[src/rtl/uart_rx_ctrl.sv]
// uart_rx_ctrl: sequencing controller for the UART receiver datapath.
// Arms the receiver one frame at a time and latches the parity setting per frame.
// Completed bytes are pushed into a small first-word-fall-through FIFO.
// Receive errors are condensed into sticky flags and one registered interrupt line.
// Optional build macro: UART_RX_CTRL_TIMEOUT_EN adds a per-frame rx_busy watchdog.
module uart_rx_ctrl #(
  parameter int unsigned DATA_W         = 8,
  parameter int unsigned FIFO_DEPTH     = 4,
  parameter int unsigned TIMEOUT_CYCLES = 512
) (
  input  logic                          clk,
  input  logic                          rst,
  input  logic                          ctrl_en,
  input  logic                          cfg_parity_en,
  output logic                          rx_start,
  output logic                          rx_parity_en,
  input  logic                          rx_busy,
  input  logic                          rx_done,
  input  logic                          rx_err,
  input  logic                          rx_parity_err,
  input  logic [DATA_W-1:0]             rx_data,
  input  logic                          rd_en,
  output logic [DATA_W-1:0]             rd_data,
  output logic                          fifo_empty,
  output logic                          fifo_full,
  output logic [$clog2(FIFO_DEPTH):0]   fifo_count,
  output logic                          frame_err,
  output logic                          parity_err,
  output logic                          overrun,
  output logic                          timeout,
  input  logic                          err_clr,
  output logic                          irq
);

  localparam int unsigned PtrW = $clog2(FIFO_DEPTH);
  localparam int unsigned CntW = PtrW + 1;

  typedef enum logic [1:0] {StIdle, StArm, StReceive, StStore} state_e;

  state_e            state_q, state_d;
  logic              par_en_q, par_en_d;
  logic [DATA_W-1:0] byte_q, byte_d;
  logic              ev_err_q, ev_err_d;
  logic              ev_par_q, ev_par_d;
  logic              ev_to_q, ev_to_d;

  logic [DATA_W-1:0] mem_q [FIFO_DEPTH];
  logic [PtrW-1:0]   wr_ptr_q, wr_ptr_d;
  logic [PtrW-1:0]   rd_ptr_q, rd_ptr_d;
  logic [CntW-1:0]   count_q, count_d;

  logic frame_err_q, frame_err_d;
  logic parity_err_q, parity_err_d;
  logic overrun_q, overrun_d;
  logic irq_q, irq_d;

  logic wd_trip;
  logic store_ok, push, pop, drop;

`ifdef UART_RX_CTRL_TIMEOUT_EN
  localparam int unsigned WdW = $clog2(TIMEOUT_CYCLES + 1);

  logic [WdW-1:0] wd_q, wd_d;
  logic           timeout_q, timeout_d;

  // Watchdog counts busy cycles in RECEIVE; cleared whenever outside RECEIVE.
  always_comb begin
    wd_d = wd_q;
    if (state_q != StReceive) begin
      wd_d = '0;
    end else if (rx_busy) begin
      wd_d = wd_q + 1'b1;
    end
  end

  // A real completion in the same cycle takes precedence over the watchdog.
  assign wd_trip = (state_q == StReceive) && rx_busy && !rx_done && !rx_err &&
                   (wd_q == WdW'(TIMEOUT_CYCLES - 1));

  // Sticky timeout flag; setting wins over clearing.
  always_comb begin
    timeout_d = wd_trip | (timeout_q & ~err_clr);
  end

  // Watchdog and timeout flag registers.
  always_ff @(posedge clk) begin
    if (rst) begin
      wd_q      <= '0;
      timeout_q <= 1'b0;
    end else begin
      wd_q      <= wd_d;
      timeout_q <= timeout_d;
    end
  end

  assign timeout = timeout_q;
`else
  localparam int unsigned unused_timeout_cycles = TIMEOUT_CYCLES;
  logic unused_busy;

  assign unused_busy = rx_busy;
  assign wd_trip     = 1'b0;
  assign timeout     = 1'b0;
`endif

  // FSM next state plus per-frame capture of the receiver result.
  always_comb begin
    state_d  = state_q;
    par_en_d = par_en_q;
    byte_d   = byte_q;
    ev_err_d = ev_err_q;
    ev_par_d = ev_par_q;
    ev_to_d  = ev_to_q;
    case (state_q)
      StIdle: begin
        if (ctrl_en) state_d = StArm;
      end
      StArm: begin
        state_d = StReceive;
      end
      StReceive: begin
        if (rx_done || rx_err) begin
          state_d  = StStore;
          byte_d   = rx_data;
          ev_err_d = rx_err;
          ev_par_d = rx_parity_err & ~rx_err;
          ev_to_d  = 1'b0;
        end else if (wd_trip) begin
          state_d  = StStore;
          ev_err_d = 1'b0;
          ev_par_d = 1'b0;
          ev_to_d  = 1'b1;
        end
      end
      StStore: begin
        state_d = ctrl_en ? StArm : StIdle;
      end
      default: state_d = StIdle;
    endcase
    // Parity setting is taken on entry to ARM so it is stable for the whole frame.
    if (state_d == StArm) par_en_d = cfg_parity_en;
  end

  assign store_ok = (state_q == StStore) && !ev_err_q && !ev_to_q;
  assign pop      = rd_en && !fifo_empty;
  assign push     = store_ok && (!fifo_full || pop);
  assign drop     = store_ok && fifo_full && !pop;

  // FIFO pointer/occupancy update and sticky error flags.
  always_comb begin
    wr_ptr_d     = push ? wr_ptr_q + 1'b1 : wr_ptr_q;
    rd_ptr_d     = pop ? rd_ptr_q + 1'b1 : rd_ptr_q;
    count_d      = count_q + CntW'(push) - CntW'(pop);
    frame_err_d  = ((state_q == StStore) && ev_err_q) | (frame_err_q & ~err_clr);
    parity_err_d = (store_ok && ev_par_q) | (parity_err_q & ~err_clr);
    overrun_d    = drop | (overrun_q & ~err_clr);
    irq_d        = !fifo_empty | frame_err_q | parity_err_q | overrun_q | timeout;
  end

  // Control state registers.
  always_ff @(posedge clk) begin
    if (rst) begin
      state_q      <= StIdle;
      par_en_q     <= 1'b0;
      byte_q       <= '0;
      ev_err_q     <= 1'b0;
      ev_par_q     <= 1'b0;
      ev_to_q      <= 1'b0;
      wr_ptr_q     <= '0;
      rd_ptr_q     <= '0;
      count_q      <= '0;
      frame_err_q  <= 1'b0;
      parity_err_q <= 1'b0;
      overrun_q    <= 1'b0;
      irq_q        <= 1'b0;
    end else begin
      state_q      <= state_d;
      par_en_q     <= par_en_d;
      byte_q       <= byte_d;
      ev_err_q     <= ev_err_d;
      ev_par_q     <= ev_par_d;
      ev_to_q      <= ev_to_d;
      wr_ptr_q     <= wr_ptr_d;
      rd_ptr_q     <= rd_ptr_d;
      count_q      <= count_d;
      frame_err_q  <= frame_err_d;
      parity_err_q <= parity_err_d;
      overrun_q    <= overrun_d;
      irq_q        <= irq_d;
    end
  end

  // FIFO storage; flushed logically by the pointer/count reset.
  always_ff @(posedge clk) begin
    if (push) mem_q[wr_ptr_q] <= byte_q;
  end

  assign rx_start     = (state_q == StArm);
  assign rx_parity_en = par_en_q;
  assign fifo_empty   = (count_q == '0);
  assign fifo_full    = (count_q == CntW'(FIFO_DEPTH));
  assign fifo_count   = count_q;
  assign rd_data      = fifo_empty ? '0 : mem_q[rd_ptr_q];
  assign frame_err    = frame_err_q;
  assign parity_err   = parity_err_q;
  assign overrun      = overrun_q;
  assign irq          = irq_q;

endmodule

[config.mk]
export PLATFORM = sky130hd
export DESIGN_NAME = uart_rx_ctrl
export DESIGN_NICKNAME = d
export VERILOG_FILES = /design/src/rtl/uart_rx_ctrl.sv
export SDC_FILE = /design/constraint.sdc
export NUM_CORES = 1
export LEC_CHECK = 0
export ABC_AREA = 1
export BUFFER_PORTS_ARGS = -buffer_cell sky130_fd_sc_hd__buf_2
export CAP_MARGIN = 20
export CORE_MARGIN = 4
export CORE_UTILIZATION = 34
export DETAILED_ROUTE_END_ITERATION = 12
export GPL_TIMING_DRIVEN = 0
export RECOVER_POWER = 100
export SKIP_LAST_GASP = 1
export SLEW_MARGIN = 20
export SYNTH_ARGS = -nofsm -noshare
export SYNTH_HDL_FRONTEND = slang
export SYNTH_SLANG_ARGS = --single-unit
export TNS_END_PERCENT = 1
[constraint.sdc]
create_clock -name clk -period 1.7 [get_ports clk]
set_input_delay 0.17 -clock clk [delete_from_list [all_inputs] [get_ports clk]]
set_output_delay 0.17 -clock clk [all_outputs]
set_load 0.005 [all_outputs]
==> metrics.txt, run 1 <==
status finished with violations; violated checks setup timing; asr flop ratio synth 0; latest clock arrival within the worst-skew pair 330 ps; cts hold-fix bufs 0; DPL Wire Length 3.35 mm; WL final 4.99 mm; fill count 700; routed vias/inst 4.37; DR vias 1792; Seq/Total Area, Yosys 0.605; Port Buffers 35; Cells after DPL 382; Final ANT Viol Nets 0; Post-Layout Cell Count 410; Max-cap violations 0; H-tree depth 3; CTS Buf Count 9; cell count after synthesis 251; simple-gate share of the synthesized area 0.168; combinational family with the most area after synthesis simple AND/OR/NAND/NOR gates; Fmax achieved 546 MHz; Setup Viol. Count Final 32; Final Skew 7.08 ps; Synth Area in Adders 0.0541; die extent in y 92.9 um; WHS 27.0 ps; syn_nets 279; core box area 6910 um2; GR Util All Layers 0.123; CP Launch Type flip-flop; grt ovf 0; # DRC 0; initial antenna violation count 0; Synth Area in Compound Gates 0.0991; wire per inst 12.2 um; Ys Warns 0; CTS Buffer Depth 2; placed cell area 2770 um2; number of global-route vias before repair 1680; Initial Utilization 0.355; worst min path class in -> reg; final setup margin -130 ps; Pwr per Cell Area 1500 nW/um2; global placer's final weighted congestion 0.799; mean post-synth cell area 9.76 um2; Worst Path Required 1900 ps; Overall Power 4.51 mW; Rows 30; layout cells sized above 1 0.280; unrepaired setup endpoints after global routing yes; Critical Path AT 2030 ps; most common cell in the synthesized netlist nor2_1; slew margin rel. 0.473; portion of netlist area occupied by mux cells 0; Synth top area share 0.392; endpoints failing hold 0; CTS tree yes; Reg clk slew, reported paths 60 ps; Die X 92.9 um; post-route cell area 3020 um2; first-pass GRT wire length 8.05 mm; post-synth top area cell edfxtp_1; register bit total from synthesis 58; Antenna Cells 0; Final Max Tran Viols 0; crit path max fanout 7; Mapped Area 2450 um2; First-pass DRT Iterations 4; number of flops mapped to enable cells by yosys 32; top cells by count, synth nor2_1 (66), edfxtp_1 (32), dfxtp_1 (26), inv_1 (26), o21ai_0 (24); Least-Margin Pin Slew 788 ps; Sink Count 58; post-layout minimum cycle time 1830 ps; pin count of the biggest net entering global routing 11; final setup TNS -910 ps; crit end category flip-flop; post-synth cell types 26; Post-Synth XOR/XNOR Area 0.00358; area delta synth->final 23.2%; Final period util 1.08; Placement Setup Slack -228 ps; Final #Nets 337; standby leakage power 1.26 nW; Crit Path Category reg -> reg; Top FF cell, synth edfxtp_1; die area 8630 um2; final core utilization 0.437; Initial DRC Count 64; area of the multi-input gates 822 um2; # IOs 38; Peak VDD IR 828 uV; Root Buffer clkbuf_8; top cells by area, synth edfxtp_1 (39%), dfxtp_1 (21%), nor2_1 (10%); FF/Latch Area 1490 um2
-- sequential cells by signal, summed over array words and instances (netlist names), 2 cells and up, named ones only --
register	count
state_q	2
fifo_count	3
wr_ptr_q	2
mem_q	32
byte_q	8
rd_ptr_q	2
-- power by group --
group / switching [mW] / internal [mW] / total, mW
sequential: 0.189 / 1.75 / 1.94
clock: 0.519 / 0.513 / 1.03
combinational: 0.886 / 0.654 / 1.54
-- layer usage --
| layer | share of wire | up-vias | track usage |
|---|---|---|---|
| met3 | 0.060 | 9 | 0.0512 |
| met2 | 0.44 | 41 | 0.181 |
| met1 | 0.49 | 806 | 0.164 |
| met5 | 0 | - | 0 |
| met4 | 0.013 | 0 | 0.0379 |
| li1 | - | 936 | - |
-- cell usage in the layout (no fill, tap or decap), types with 2 or more instances in the layout --
master and n:
o21ai_0 23, dfxtp_1 22, clkbuf_8 9, clkbuf_1 6, dfxtp_2 3, buf_4 15, a21oi_1 16, edfxtp_1 32
clkinv_2 4, inv_2 7, nor2_1 66, o21ai_1 7, nand2_2 3, buf_2 36, nand2_4 2, ha_1 7
nand2_1 14, nor3_1 2, inv_1 23, nand3_1 3
-- worst max-delay path, cell delays in order, from the launching register on --
cell and delay, ps:
dfxtp_2 350, ha_4 140, inv_2 40, nor2_4 130, nand2_4 90, inv_2 80
nand2_2 50, o21ai_2 50, ha_2 180, inv_2 40, fa_2 510, nor2_1 40
-- layout make-up --
| class | instances | share of cell area |
|---|---|---|
| plain buffers | 9 | 0.0191 |
| clock buffers | 11 | 0.0435 |
| clock inverters | 5 | 0.00788 |
| repair buffers | 47 | 0.0867 |
| flip-flops and latches | 58 | 0.493 |
| multi-input cells | 154 | 0.272 |
| inverters | 30 | 0.0373 |
| well taps | 96 | 0.0398 |
-- timing repair --
item | CTS | global route
gates resized for setup | 3 | 4
setup buffers | 9 | 3
gates cloned | 0 | 0
pin swaps | 3 | 3
endpoints found under the setup margin | 39 | 44
-- path summary, 6_finish.rpt --
path	startpoint	endpoint	slack, ps	cells past startpoint
max	state_q[1]$_SDFF_PP0_	fifo_count[1]$_SDFF_PP0_	-130	11
min	rst	ev_err_q$_SDFFE_PP0P_	30	2
max reg2reg	state_q[1]$_SDFF_PP0_	fifo_count[1]$_SDFF_PP0_	-130	11
min reg2reg	ev_par_q$_SDFFE_PP0P_	parity_err$_SDFF_PP0_	470	2
-- logic make-up (layout without fill, tap and decap cells) --
family          count (synthesis)  in the layout
xor+xnor                        1              1
fa+ha+maj                      10             10
buf+inv                        39            102
flops                          58             58
compound gates                 48             48
other cells                     1              1
simple gates                   94             94
Power figures use the tool's default switching activity.
==> inputs of run 2 (changes only) <==
MAX_ROUTING_LAYER = met4   (was unset)
==> run 2 against run 1 <==
Critical path depth unchanged. Non-clock buffer count unchanged. Largest power group unchanged. Global-route usage increased by 0.34 points. Via count about the same. The flow still finishes with violations (setup timing). Power about the same. Highest routed layer unchanged. Die area unchanged. Wire length decreased by 0.18%. Sequential cell count unchanged. Clock skew about the same. Register-to-register slack about the same.
==> metrics.txt, run 2 (synthesized netlist as in run 1, its figures left out) <==
initial antenna violation count 0 (unchanged); pin count of the biggest net entering global routing 11 (unchanged); Final period util 1.08 (about the same); unrepaired setup endpoints after global routing yes; crit end category flip-flop; H-tree depth 3 (unchanged); Max-cap violations 0 (unchanged); slew margin rel. 0.472 (about the same); Final Skew 7.13 ps (+0.0418 ps); die area 8630 um2 (unchanged); latest clock arrival within the worst-skew pair 330 ps (about the same); layout cells sized above 1 0.280 (unchanged); grt ovf 0 (unchanged); global placer's final weighted congestion 0.810 (+1.4%); most common cell after layout, fill and taps aside nor2_1; Reg clk slew, reported paths 60 ps (about the same); Rows 30 (unchanged); Root Buffer clkbuf_8; Largest register FFs 32 (unchanged); Least-Margin Pin Slew 789 ps (+0.321 ps); CP dominant cell by count inv_2; CP max-delay cell fa_2; endpoints failing hold 0 (unchanged); Antenna Cells 0 (unchanged); wire per inst 12.2 um (-0.18%); commonest cells after routing, fill and taps aside nor2_1 (66), buf_2 (36), edfxtp_1 (32), inv_1 (23), o21ai_0 (23); First-pass DRT Iterations 4 (unchanged); Worst Path Required 1900 ps (about the same); Crit path largest cell delay 510 ps (about the same); CTS Buffer Depth 2 (unchanged); register with the most flip-flops mem_q; Crit Path Category reg -> reg; CTS tree yes; Pwr per Cell Area 1500 nW/um2 (about the same); # IOs 38 (unchanged); Die X 92.9 um (unchanged); Port Buffers 35 (unchanged); first-pass GRT wire length 8.03 mm (-0.17%); post-layout minimum cycle time 1830 ps (+0.127 ps); routed vias/inst 4.37 (about the same); DPL Wire Length 3.35 mm (unchanged); area delta synth->final 23.2% (unchanged); Critical Path AT 2030 ps (about the same); post-route cell area 3020 um2 (unchanged); Fmax achieved 546 MHz (about the same); worst path cell trace ha_4, inv_2, nor2_4, nand2_4, inv_2, nand2_2, o21ai_2, ha_2, inv_2, fa_2, nor2_1; CP Launch Type flip-flop; # DRC 0 (unchanged); number of global-route vias before repair 1682 (+0.12%); cts hold-fix bufs 0 (unchanged); standby leakage power 1.26 nW (unchanged); crit path max fanout 7 (unchanged); Overall Power 4.51 mW (about the same); core box area 6910 um2 (unchanged); Final ANT Viol Nets 0 (unchanged); placed cell area 2770 um2 (unchanged); final core utilization 0.437 (unchanged); Peak VDD IR 823 uV (-0.62%); Final #Nets 337 (unchanged); Setup Viol. Count Final 30 (-6.3%); DR vias 1791 (-0.056%); Initial DRC Count 70 (+9.4%); Final Max Tran Viols 0 (unchanged); CP top delay family adder cells; violated checks setup timing; Initial Utilization 0.355 (unchanged); Sink Count 58 (unchanged); WL final 4.99 mm (-0.18%); status finished with violations; WP buf/inv 3 (unchanged); final setup margin -131 ps (-0.127 ps); CTS Buf Count 9 (unchanged); GR Util All Layers 0.126 (+0.00338); die extent in y 92.9 um (unchanged); worst min path class in -> reg
[run 2: final timing paths]
kind / from / to / slack, ps / depth (start not counted)
worst max-delay path: state_q[1]$_SDFF_PP0_ / fifo_count[1]$_SDFF_PP0_ / -130 / 11
worst min-delay path: rst / ev_err_q$_SDFFE_PP0P_ / 30 / 2
worst max register to register: state_q[1]$_SDFF_PP0_ / fifo_count[1]$_SDFF_PP0_ / -130 / 11
worst min register to register: ev_par_q$_SDFFE_PP0P_ / parity_err$_SDFF_PP0_ / 470 / 2
[run 2: layer usage]
metal | track usage | wire, um | up-vias | part of all wire
met5 | - | 0 | - | 0
met4 | 0.0379 | 52 | 0 | 0.010
met3 | 0.0479 | 263 | 7 | 0.053
met2 | 0.181 | 2190 | 41 | 0.44
met1 | 0.166 | 2480 | 807 | 0.50
li1 | - | - | 936 | -
[run 2: where the power goes]
part | switching (mW) | leakage [nW] | internal (mW)
Clock | 0.521 | 0.0843 | 0.513
Combinational | 0.884 | 0.665 | 0.654
Sequential | 0.189 | 0.510 | 1.75
Total | 1.59 | 1.26 | 2.92
[run 2: layout make-up]
cell class,instances,area (um2)
fill,700,3890
sequential,58,1490
multi-input combinational,154,822
timing repair buffer,47,262
clock buffer,11,131
tap,96,120
inverter,30,113
buffer,9,57.6
clock inverter,5,23.8
[run 2: worst reg2reg max path, stage by stage, from the launching register on]
cell and delay (ps):
dfxtp_2 350, ha_4 140, inv_2 40, nor2_4 130, nand2_4 90, inv_2 80
nand2_2 50, o21ai_2 60, ha_2 180, inv_2 40, fa_2 510, nor2_1 40
[run 2: repair_timing]
action,in CTS,in global routing
pin swaps,3,3
gates resized for setup,3,4
endpoints found under the setup margin,39,44
setup buffers,9,3
[run 2: per-stage QoR]
step	cells	worst slack, ps	setup TNS, ps	hold WS (ps)
final	410	-131	-872	26.9
after global routing	410	-230	-5920	23.2
after CTS	407	-138	-1510	8.80
after detailed placement	382	-228	-4020	370
after global placement	382	-200	-3470	376
after floorplan	251	-55.1	-110	248
